===== src/rtl/online_div_pkg.sv =====
// Shared definitions for the online divider: quotient digit encodings,
// converter state enum and default sizing.
package online_div_pkg;

    localparam logic [1:0] DIGIT_POS  = 2'b10;
    localparam logic [1:0] DIGIT_NEG  = 2'b01;
    localparam logic [1:0] DIGIT_ZERO = 2'b00;

    typedef enum logic [1:0] {
        IDLE,
        ACCUM,
        DONE
    } conv_state_t;

    localparam int unsigned DEFAULT_DIGITS    = 64;
    localparam int unsigned DEFAULT_CNT_WIDTH = 7;

endpackage


===== src/rtl/otf_digit_append.sv =====
// Combinational on-the-fly conversion step: appends one signed digit to the
// Q/QM register pair. Illegal digit 2'b11 is converted as zero and flagged.
module otf_digit_append
    import online_div_pkg::*;
#(
    parameter int unsigned WIDTH = DEFAULT_DIGITS + 1
) (
    input  logic [WIDTH-1:0] q,
    input  logic [WIDTH-1:0] qm,
    input  logic [1:0]       digit,
    output logic [WIDTH-1:0] q_next,
    output logic [WIDTH-1:0] qm_next,
    output logic             illegal
);

    always_comb begin
        q_next  = {q[WIDTH-2:0], 1'b0};
        qm_next = {qm[WIDTH-2:0], 1'b1};
        illegal = 1'b0;
        case (digit)
            DIGIT_POS: begin
                q_next  = {q[WIDTH-2:0], 1'b1};
                qm_next = {q[WIDTH-2:0], 1'b0};
            end
            DIGIT_NEG: begin
                q_next  = {qm[WIDTH-2:0], 1'b1};
                qm_next = {qm[WIDTH-2:0], 1'b0};
            end
            DIGIT_ZERO: ;
            default: illegal = 1'b1;
        endcase
    end

endmodule


===== src/rtl/otf_quotient_converter.sv =====
// On-the-fly signed-digit to two's-complement quotient converter with a
// valid/ready result port. `define OTF_QM_OUT_EN to expose result_minus (final QM).
module otf_quotient_converter
    import online_div_pkg::*;
#(
    parameter int unsigned DIGITS    = DEFAULT_DIGITS,
    parameter int unsigned CNT_WIDTH = DEFAULT_CNT_WIDTH
) (
    input  logic              clk,
    input  logic              asyn_reset,
    input  logic              enable,
    input  logic              start,
    input  logic              digit_valid,
    input  logic [1:0]        q_value,
    output logic              busy,
    output logic              result_valid,
    input  logic              result_ready,
    output logic [DIGITS:0]   result,
`ifdef OTF_QM_OUT_EN
    output logic [DIGITS:0]   result_minus,
`endif
    output logic              digit_err
);

    conv_state_t          state, state_next;
    logic [CNT_WIDTH-1:0] cnt;
    logic [DIGITS:0]      q_reg, qm_reg;
    logic [DIGITS:0]      q_next, qm_next;
    logic                 illegal;
    logic                 accept;
    logic                 last_digit;

    assign accept       = enable && (state == ACCUM) && digit_valid;
    assign last_digit   = (cnt == CNT_WIDTH'(DIGITS - 1));
    assign busy         = (state == ACCUM);
    assign result_valid = (state == DONE);

    otf_digit_append #(
        .WIDTH(DIGITS + 1)
    ) u_digit_append (
        .q      (q_reg),
        .qm     (qm_reg),
        .digit  (q_value),
        .q_next (q_next),
        .qm_next(qm_next),
        .illegal(illegal)
    );

    always_ff @(posedge clk or posedge asyn_reset) begin
        if (asyn_reset) begin
            state <= IDLE;
        end else begin
            state <= state_next;
        end
    end

    always_comb begin
        state_next = state;
        if (enable) begin
            case (state)
                IDLE:    if (start) state_next = ACCUM;
                ACCUM:   if (digit_valid && last_digit) state_next = DONE;
                DONE:    if (result_ready) state_next = IDLE;
                default: state_next = IDLE;
            endcase
        end
    end

    always_ff @(posedge clk or posedge asyn_reset) begin
        if (asyn_reset) begin
            cnt       <= '0;
            q_reg     <= '0;
            qm_reg    <= '1;
            result    <= '0;
            digit_err <= 1'b0;
        end else if (enable) begin
            if ((state == IDLE) && start) begin
                cnt       <= '0;
                q_reg     <= '0;
                qm_reg    <= '1;
                digit_err <= 1'b0;
            end else if (accept) begin
                cnt    <= cnt + CNT_WIDTH'(1);
                q_reg  <= q_next;
                qm_reg <= qm_next;
                if (illegal) digit_err <= 1'b1;
                // Result is captured from the append outputs so it is valid
                // in the same cycle result_valid first shows.
                if (last_digit) result <= q_next;
            end
        end
    end

`ifdef OTF_QM_OUT_EN
    always_ff @(posedge clk or posedge asyn_reset) begin
        if (asyn_reset) begin
            result_minus <= '1;
        end else if (enable && accept && last_digit) begin
            result_minus <= qm_next;
        end
    end
`endif

endmodule


===== config.mk =====
export PLATFORM = sky130hd
export DESIGN_NAME = otf_quotient_converter
export DESIGN_NICKNAME = d
export VERILOG_FILES = /design/src/rtl/online_div_pkg.sv /design/src/rtl/otf_digit_append.sv /design/src/rtl/otf_quotient_converter.sv
export SDC_FILE = /design/constraint.sdc
export NUM_CORES = 1
export LEC_CHECK = 0
export ABC_AREA = 1
export ABC_CLOCK_PERIOD_IN_PS = 19600
export CORE_ASPECT_RATIO = 0.9
export CORE_MARGIN = 2
export CORE_UTILIZATION = 61
export CTS_BUF_LIST = sky130_fd_sc_hd__clkbuf_2 sky130_fd_sc_hd__clkbuf_4 sky130_fd_sc_hd__clkbuf_8
export CTS_CLUSTER_DIAMETER = 30
export CTS_CLUSTER_SIZE = 12
export DETAILED_ROUTE_END_ITERATION = 7
export PLACE_DENSITY = 0.82
export SYNTH_ARGS = -nofsm -noshare
export SYNTH_HDL_FRONTEND = slang
export SYNTH_HIERARCHICAL = 1
export SYNTH_SLANG_ARGS = --single-unit

===== constraint.sdc =====
create_clock -name clk -period 19.6 [get_ports clk]
set_input_delay 2.94 -clock clk [delete_from_list [all_inputs] [get_ports clk]]
set_output_delay 2.94 -clock clk [all_outputs]
set_load 0.02 [all_outputs]

==> flow_metrics.py, run 1 <==
metrics = {
    "outcome": {
        "outcome": "complete, no violations",
    },
    "sta": {
        "fin_crit_sh": 0.334,
        "setup_viol": 0,
        "hold-worst-slack_ns": 0.464,
        "final_hold_viol_count": 0,
        "min_period_ns": 6.55,
        "finalWorstSetupSlack_ns": 13.05,
        "relSlewSlack": 0.322,
        "rsz0062_at_grt": "false",
        "report.final.slew_viol_count": 0,
        "fmax_ghz": 0.153,
        "skew_ns": 0.0334,
        "setup-tns-final_ns": 0,
        "worstMarginPinSlew_ns": 1.01,
    },
    "clocking": {
        "cts_num_sinks": 203,
        "h-tree-depth": 2,
        "clock_latency_ns": 0.54,
        "cts_made_buffers": 41,
        "cts-root-buf": "clkbuf_8",
        "cts_resized": 0,
        "clock_path_buffers": 3,
        "cts_tree": "yes",
        "path_clk_slew_ns": 0.06,
        "cts_setup_buffers": 0,
        "holdBufCountCts": 0,
    },
    "grt": {
        "grt_start_max_net_pins": 184,
        "grt_pass1_vias": 8715,
        "grt_pass1_wl_um": 40200,
        "gr-total-overflow": 0,
        "gr-usage-all-layers": 0.269,
        "grt_antenna_before_repair": 0,
    },
    "layout": {
        "drive_above_1_share": 0.102,
        "postLayoutCellArea_um2": 11800,
        "diodes": 0,
        "mostFrequentLayoutCell": "nand2_1",
        "area_growth_pct": 13.7,
        "mostFrequentLayoutCells": "945 x nand2_1, 139 x dfrtp_1, 94 x nand3_1",
        "largest_reg_flops": 65,
        "nets": 1516,
    },
    "worst_setup_path": {
        "slowest_delay_ns": 0.82,
        "cp_max_fo": 52,
        "critical_path.cell_chain": "clkdlybuf4s50_1 > inv_1 > nor2_2 > nand2_2 > nand2_1 > inv_2 > buf_4 > nand2_1 > nand2_1",
        "crit_top_cell": "nand2_1",
        "required_ns": 19.99,
        "cp.arrival_ns": 6.94,
        "worst_setup_path_end_kind": "flip-flop",
        "start_kind": "input pin",
        "crit_type": "in -> reg",
        "crit_slowest_cell": "nand2_2",
    },
    "route": {
        "avgRoutedWirePerCell_um": 13.4,
        "drt-vias-per-instance": 5.31,
        "drcViolationCount": 0,
        "vias": 9257,
        "first_pass_iters": 5,
        "drtIter0Drc": 878,
        "routed_wl_um": 23300,
        "antenna_left": 0,
    },
    "synth": {
        "synthCells": 1469,
        "syn_nets": 1481,
        "synthesis.yosys.warnings": 6,
        "syn_area_per_cell_um2": 7.07,
        "synthesis.area_um2": 10400,
    },
    "placed_design": {
        "hpwl_um": 12600,
        "dp_slack_ns": 12.48,
        "portBuffers": 75,
        "place_congestion": 0.831,
        "placedInstanceArea_um2": 10900,
    },
    "floorplanning": {
        "core_area_um2": 16800,
        "rows": 45,
        "io_pins": 76,
        "floorplan.die_area_um2": 18100,
        "start_util": 0.619,
        "die_x_um": 142,
        "die_h_um": 128,
    },
    "pwr": {
        "ir_drop_v": 0.0000998,
        "p_leak_nw": 6.69,
        "power_density_nw_per_um2": 118,
        "p_total_mw": 1.39,
    },
    "min_path": {
        "hold_path_class": "reg -> reg",
    },
    "flow_run": {
        "maxCapViolCount": 0,
    },
}
## critical path, delay by kind of cell
kind,cells,cell delay [ns]
and+or+nand+nor,5,2.45
buffers and inverters,4,1.51
## final timing paths
path,slack [ns],startpoint,cells past startpoint,end
worst max-delay path,13.05,start,9,q_reg[43]$_DFFE_PP0P_
worst min-delay path,0.46,qm_reg[63]$_DFFE_PP1P_,2,qm_reg[63]$_DFFE_PP1P_
worst max register to register,15.44,state[0]$_DFFE_PP0P_,9,q_reg[43]$_DFFE_PP0P_
worst min register to register,0.46,qm_reg[63]$_DFFE_PP1P_,2,qm_reg[63]$_DFFE_PP1P_
max in group asynchronous,15.15,asyn_reset,3,q_reg[50]$_DFFE_PP0P_
min in group asynchronous,3.00,asyn_reset,2,result[18]$_DFFE_PP0P_
## power by group
part	total [mW]	internal (mW)	switching, mW
sequential	0.630	0.557	0.0732
clock	0.459	0.264	0.195
combinational	0.304	0.0998	0.205
total	1.39	0.921	0.473
## cell type report
type,instances,area [um^2]
Timing Repair Buffer,84,831
Multi-Input combinational cell,1153,4590
Clock inverter,17,184
Fill cell,1400,4970
Sequential cell,203,5160
Clock buffer,55,694
Tap cell,211,264
Inverter,21,86.3
## stage by stage
step	cells	utilization
2_1_floorplan	1469	-
3_3_place_gp	1672	0.651
4_1_cts	1744	0.704
5_1_grt	1744	0.704
3_5_place_dp	1672	0.651
6_report	1744	0.704
## per-layer routing
| metal | wire (um) | up-vias | GRT usage |
|---|---|---|---|
| met5 | 0 | - | 0 |
| met4 | 388 | 0 | 0.0841 |
| met3 | 1380 | 37 | 0.0392 |
| met2 | 10700 | 283 | 0.444 |
| met1 | 10800 | 4357 | 0.371 |
| li1 | - | 4580 | - |
(Power assumes the default switching activity.)
==> run 2: changes to the inputs <==
- ABC_CLOCK_PERIOD_IN_PS: 19600 -> 5300
- CORE_UTILIZATION: 61 -> 55
- PLACE_DENSITY: 0.82 -> 0.78
- clock period: 19.6 -> 5.3 ns (I/O delays scaled with it)
==> flow_metrics.py, run 2 (synthesis results as in run 1) <==
metrics = {
    "placed_design": {
        "dp_slack_ns": 1.75,
        "place_congestion": 0.805,
        "portBuffers": 75,
        "hpwl_um": 12900,
    },
    "worst_setup_path": {
        "cp_max_fo": 44,
        "start_kind": "input pin",
        "worst_setup_path_end_kind": "flip-flop",
        "r2r_setup_slack_ns": 2.48,
        "crit_slowest_cell": "inv_2",
        "rr_worst_depth": 10,
        "required_ns": 5.78,
        "cp.arrival_ns": 3.48,
        "crit_top_cell": "nand2_1",
        "critical_path.cell_chain": "clkdlybuf4s50_1 > inv_1 > ha_4 > inv_2 > buf_4 > nand2_1 > nand2_1 > nand3_1 > nand2_1",
        "path_depth": 9,
        "crit_type": "in -> reg",
        "slowest_delay_ns": 0.75,
        "critPathBufInv": 4,
        "crit_family": "buffers and inverters",
    },
    "pwr": {
        "combPwrFrac": 0.213,
        "p_int_mw": 3.58,
        "p_sw_mw": 1.76,
        "p_leak_nw": 6.73,
        "power_frac_clock": 0.351,
        "ir_drop_v": 0.000262,
        "power_density_nw_per_um2": 446,
        "swShare": 0.330,
        "p_total_mw": 5.34,
        "seqPwrFrac": 0.436,
    },
    "sta": {
        "relSlewSlack": 0.374,
        "setup-tns-final_ns": 0,
        "worstMarginPinSlew_ns": 0.937,
        "min_period_ns": 3.00,
        "skew_ns": 0.0203,
        "rsz0062_at_grt": "false",
        "setup_viol": 0,
        "fmax_ghz": 0.333,
        "finalWorstSetupSlack_ns": 2.30,
        "report.final.slew_viol_count": 0,
        "final_hold_viol_count": 0,
        "fin_crit_sh": 0.567,
    },
    "route": {
        "drcViolationCount": 0,
        "vias": 9162,
        "drt-vias-per-instance": 5.14,
        "routed_wl_um": 23900,
        "first_pass_iters": 6,
        "antenna_left": 0,
        "drtIter0Drc": 897,
        "avgRoutedWirePerCell_um": 13.4,
    },
    "grt": {
        "grt_antenna_before_repair": 0,
        "gr-usage-all-layers": 0.246,
        "gr-total-overflow": 0,
        "grt_pass1_vias": 8311,
        "grt_pass1_wl_um": 40500,
        "grt_start_max_net_pins": 183,
    },
    "clocking": {
        "holdBufCountCts": 0,
        "cts_setup_buffers": 0,
        "cts-root-buf": "clkbuf_8",
        "cts_made_buffers": 39,
        "cts_num_sinks": 203,
        "clock_path_buffers": 3,
        "path_clk_slew_ns": 0.06,
        "cts_resized": 0,
        "h-tree-depth": 2,
        "cts_tree": "yes",
        "clock_latency_ns": 0.55,
    },
    "layout": {
        "mostFrequentLayoutCells": "945 x nand2_1, 139 x dfrtp_1, 94 x nand3_1",
        "mostFrequentLayoutCell": "nand2_1",
        "largest_reg_flops": 65,
        "final_util": 0.648,
        "area_growth_pct": 15.2,
        "nets": 1518,
        "diodes": 0,
        "fillCellCount": 1655,
        "drive_above_1_share": 0.104,
    },
    "floorplanning": {
        "rows": 47,
        "start_util": 0.562,
        "floorplan.die_area_um2": 20000,
        "die_x_um": 149,
        "die_h_um": 134,
        "io_pins": 76,
        "core_area_um2": 18500,
    },
    "min_path": {
        "hold_path_class": "reg -> reg",
        "whs_path_depth": 2,
    },
    "outcome": {
        "outcome": "complete, no violations",
    },
    "flow_run": {
        "maxCapViolCount": 0,
    },
}
run 2: cell types whose count changed in the layout (fill, tap and decap cells not counted), moves of 3 or more:
cell,change
buf_4,+3
bufinv_16,+5
clkbuf_4,-7
clkinv_2,+4
clkinv_4,-5
clkinvlp_4,+4
run 2: power groups by stage:
stage	logic, mW	clock network (mW)	registers (mW)
2_1_floorplan	0.941	0	2.28
3_3_place_gp	1.09	0	2.33
3_5_place_dp	1.13	0	2.34
4_1_cts	1.14	1.91	2.32
5_1_grt	1.32	1.98	2.38
6_report	1.14	1.87	2.33
run 2: area by class of cell:
type / count / area (um^2) / area share
clock inverter: 25 / 342 / 0.0285
multi-input combinational: 1153 / 4590 / 0.383
clock buffer: 46 / 614 / 0.0513
tap: 245 / 307 / 0.0256
inverter: 21 / 82.6 / 0.00690
sequential: 203 / 5160 / 0.431
timing repair buffer: 88 / 873 / 0.0730
run 2: final timing paths:
kind / startpoint / endpoint
worst max register to register: state[0]$_DFFE_PP0P_ / qm_reg[48]$_DFFE_PP1P_
worst max-delay path: q_value[0] / result[58]$_DFFE_PP0P_
worst min-delay path: qm_reg[63]$_DFFE_PP1P_ / qm_reg[63]$_DFFE_PP1P_
min in group asynchronous: asyn_reset / result[4]$_DFFE_PP0P_
max in group asynchronous: asyn_reset / result[59]$_DFFE_PP0P_
worst min register to register: qm_reg[63]$_DFFE_PP1P_ / qm_reg[63]$_DFFE_PP1P_
run 2: per-layer routing:
metal | GRT usage | up-vias | part of all wire
met2 | 0.382 | 271 | 0.45
met1 | 0.356 | 4261 | 0.47
li1 | - | 4594 | -
met3 | 0.0395 | 36 | 0.061
met5 | 0 | - | 0
met4 | 0.0815 | 0 | 0.018
run 2: worst register-to-register path, stage by stage, from the launching register on:
cell and delay [ns]:
dfrtp_1 0.43, inv_2 0.05, nand2_1 0.09, nor2_2 0.04, buf_4 0.20, nand2_2 0.08
nand2_1 0.44, inv_2 0.42, buf_4 0.71, nand2_1 0.18, nand2_1 0.10
run 2: per-stage QoR:
step	area [um^2]	std cells	hold slack, ns
final	12000	1781	0.463
after floorplan	10400	1469	0.442
after global routing	12000	1781	0.487
after CTS	12000	1781	0.464
after global placement	11000	1710	0.449
after detailed placement	11000	1710	0.455
==> run 3: changes to the inputs <==
- ABC_CLOCK_PERIOD_IN_PS: 5300 -> 2750
- clock period: 5.3 -> 2.75 ns (I/O delays scaled with it)
==> flow_metrics.py, run 3 (synthesis results as in run 1) <==
metrics = {
    "layout": {
        "postLayoutCellArea_um2": 12100,
        "area_growth_pct": 16.2,
        "final_cells": 1790,
        "largest_reg_flops": 65,
        "mostFrequentLayoutCells": "945 x nand2_1, 139 x dfrtp_1, 94 x nand3_1",
        "nets": 1527,
        "diodes": 0,
        "drive_above_1_share": 0.109,
        "mostFrequentLayoutCell": "nand2_1",
    },
    "floorplanning": {
        "die_x_um": 149,
        "floorplan.die_area_um2": 20000,
        "io_pins": 76,
        "die_h_um": 134,
        "rows": 47,
        "start_util": 0.562,
        "core_area_um2": 18500,
    },
    "grt": {
        "gr-total-overflow": 0,
        "grt_antenna_before_repair": 1,
        "grt_pass1_wl_um": 41700,
        "gr-usage-all-layers": 0.254,
        "grt_pass1_vias": 8799,
        "grt_start_max_net_pins": 86,
    },
    "clocking": {
        "cts_setup_buffers": 0,
        "cts_resized": 0,
        "cts_tree": "yes",
        "clock_path_buffers": 3,
        "clock_latency_ns": 0.54,
        "cts_num_sinks": 203,
        "cts-root-buf": "clkbuf_8",
        "cts_made_buffers": 38,
        "holdBufCountCts": 0,
        "path_clk_slew_ns": 0.06,
        "h-tree-depth": 2,
    },
    "worst_setup_path": {
        "crit_type": "reg -> out",
        "required_ns": 2.34,
        "worst_setup_path_end_kind": "output port",
        "worst_r2r_endpoint": "result[26]$_DFFE_PP0P_",
        "rr_startpoint": "cnt[1]$_DFFE_PP0P_",
        "rr_worst_depth": 6,
        "cp.arrival_ns": 1.85,
        "r2r_setup_slack_ns": 0.75,
        "cp_max_fo": 4,
        "start_kind": "flip-flop",
    },
    "pwr": {
        "power_density_nw_per_um2": 818,
        "p_leak_nw": 6.77,
        "ir_drop_v": 0.000614,
    },
    "sta": {
        "rsz0062_at_grt": "false",
        "final_hold_viol_count": 0,
        "fmax_ghz": 0.442,
        "worstMarginPinSlew_ns": 0.724,
        "report.final.slew_viol_count": 0,
        "fin_crit_sh": 0.823,
        "hold-worst-slack_ns": 0.224,
        "relSlewSlack": 0.517,
        "skew_ns": 0.0232,
        "setup_viol": 0,
        "min_period_ns": 2.26,
    },
    "flow_run": {
        "maxCapViolCount": 0,
    },
    "route": {
        "routed_wl_um": 24300,
        "avgRoutedWirePerCell_um": 13.6,
        "first_pass_iters": 5,
        "vias": 9284,
        "antenna_left": 0,
        "drtIter0Drc": 793,
        "drcViolationCount": 0,
        "drt-vias-per-instance": 5.19,
    },
    "placed_design": {
        "place_congestion": 0.780,
        "hpwl_um": 13900,
        "portBuffers": 75,
        "placedInstanceArea_um2": 11200,
        "dp_cells": 1720,
    },
    "min_path": {
        "hold_path_class": "in -> async",
    },
    "outcome": {
        "outcome": "complete, no violations",
    },
}
[run 3: cell count changes in the layout (fill, tap and decap cells not counted)]
cell and delta:
clkbuf_4 +4, inv_8 -1, clkinvlp_4 +2, buf_4 -2
clkinv_4 +5, buf_12 +12, bufinv_16 -5, clkbuf_8 -1
inv_6 -5
[run 3: worst max path at each step]
stage                         start  slack [ns]  depth (start not counted)                      to
4_1_cts        state[1]$_DFFE_PP0P_        0.46                          4                    busy
2_1_floorplan            asyn_reset       -0.24                          1      cnt[0]$_DFFE_PP0P_
6_report       state[1]$_DFFE_PP0P_        0.49                          4                    busy
3_3_place_gp             q_value[1]        0.52                         10  result[14]$_DFFE_PP0P_
5_1_grt        state[1]$_DFFE_PP0P_        0.41                          4                    busy
3_5_place_dp             q_value[1]        0.47                         10  qm_reg[15]$_DFFE_PP1P_
[run 3: report_power, final]
group	internal [mW]	switching, mW	leakage (nW)
Clock	1.74	1.37	0.412
Combinational	0.789	1.49	3.75
Sequential	3.97	0.524	2.60
Total	6.49	3.38	6.77
[run 3: through the flow]
| step | power (mW) | setup slack [ns] | utilization | TNS, ns |
|---|---|---|---|---|
| 2_1_floorplan | 6.20 | -0.241 | - | -33.44 |
| 3_3_place_gp | 6.69 | 0.520 | 0.608 | 0 |
| 3_5_place_dp | 6.78 | 0.465 | 0.608 | 0 |
| 4_1_cts | 9.93 | 0.463 | 0.653 | 0 |
| 5_1_grt | 10.5 | 0.406 | 0.653 | 0 |
| 6_report | 9.87 | 0.487 | 0.653 | 0 |
[run 3: final cells by class]
cell class                      count  area (um^2)
Clock buffer                       49          631
Clock inverter                     21          195
Fill cell                        1615         6400
Inverter                           21         82.6
Multi-Input combinational cell   1153         4590
Sequential cell                   203         5160
Tap cell                          245          307
Timing Repair Buffer               98         1100
[run 3: per-layer routing]
metal / global-route usage / vias to the layer above / share of wire / routed length [um]
met5: 0 / - / 0.00054 / 13
met3: 0.0469 / 43 / 0.060 / 1470
met4: 0.0762 / 2 / 0.018 / 429
met1: 0.348 / 4332 / 0.46 / 11200
met2: 0.413 / 281 / 0.46 / 11100
li1: - / 4626 / - / -
[run 3: worst max-delay path, stage by stage, from the launching register on]
cell and delay [ns]:
dfrtp_1 0.41, inv_2 0.09, nand2_1 0.10, inv_1 0.12, clkdlybuf4s50_1 0.61
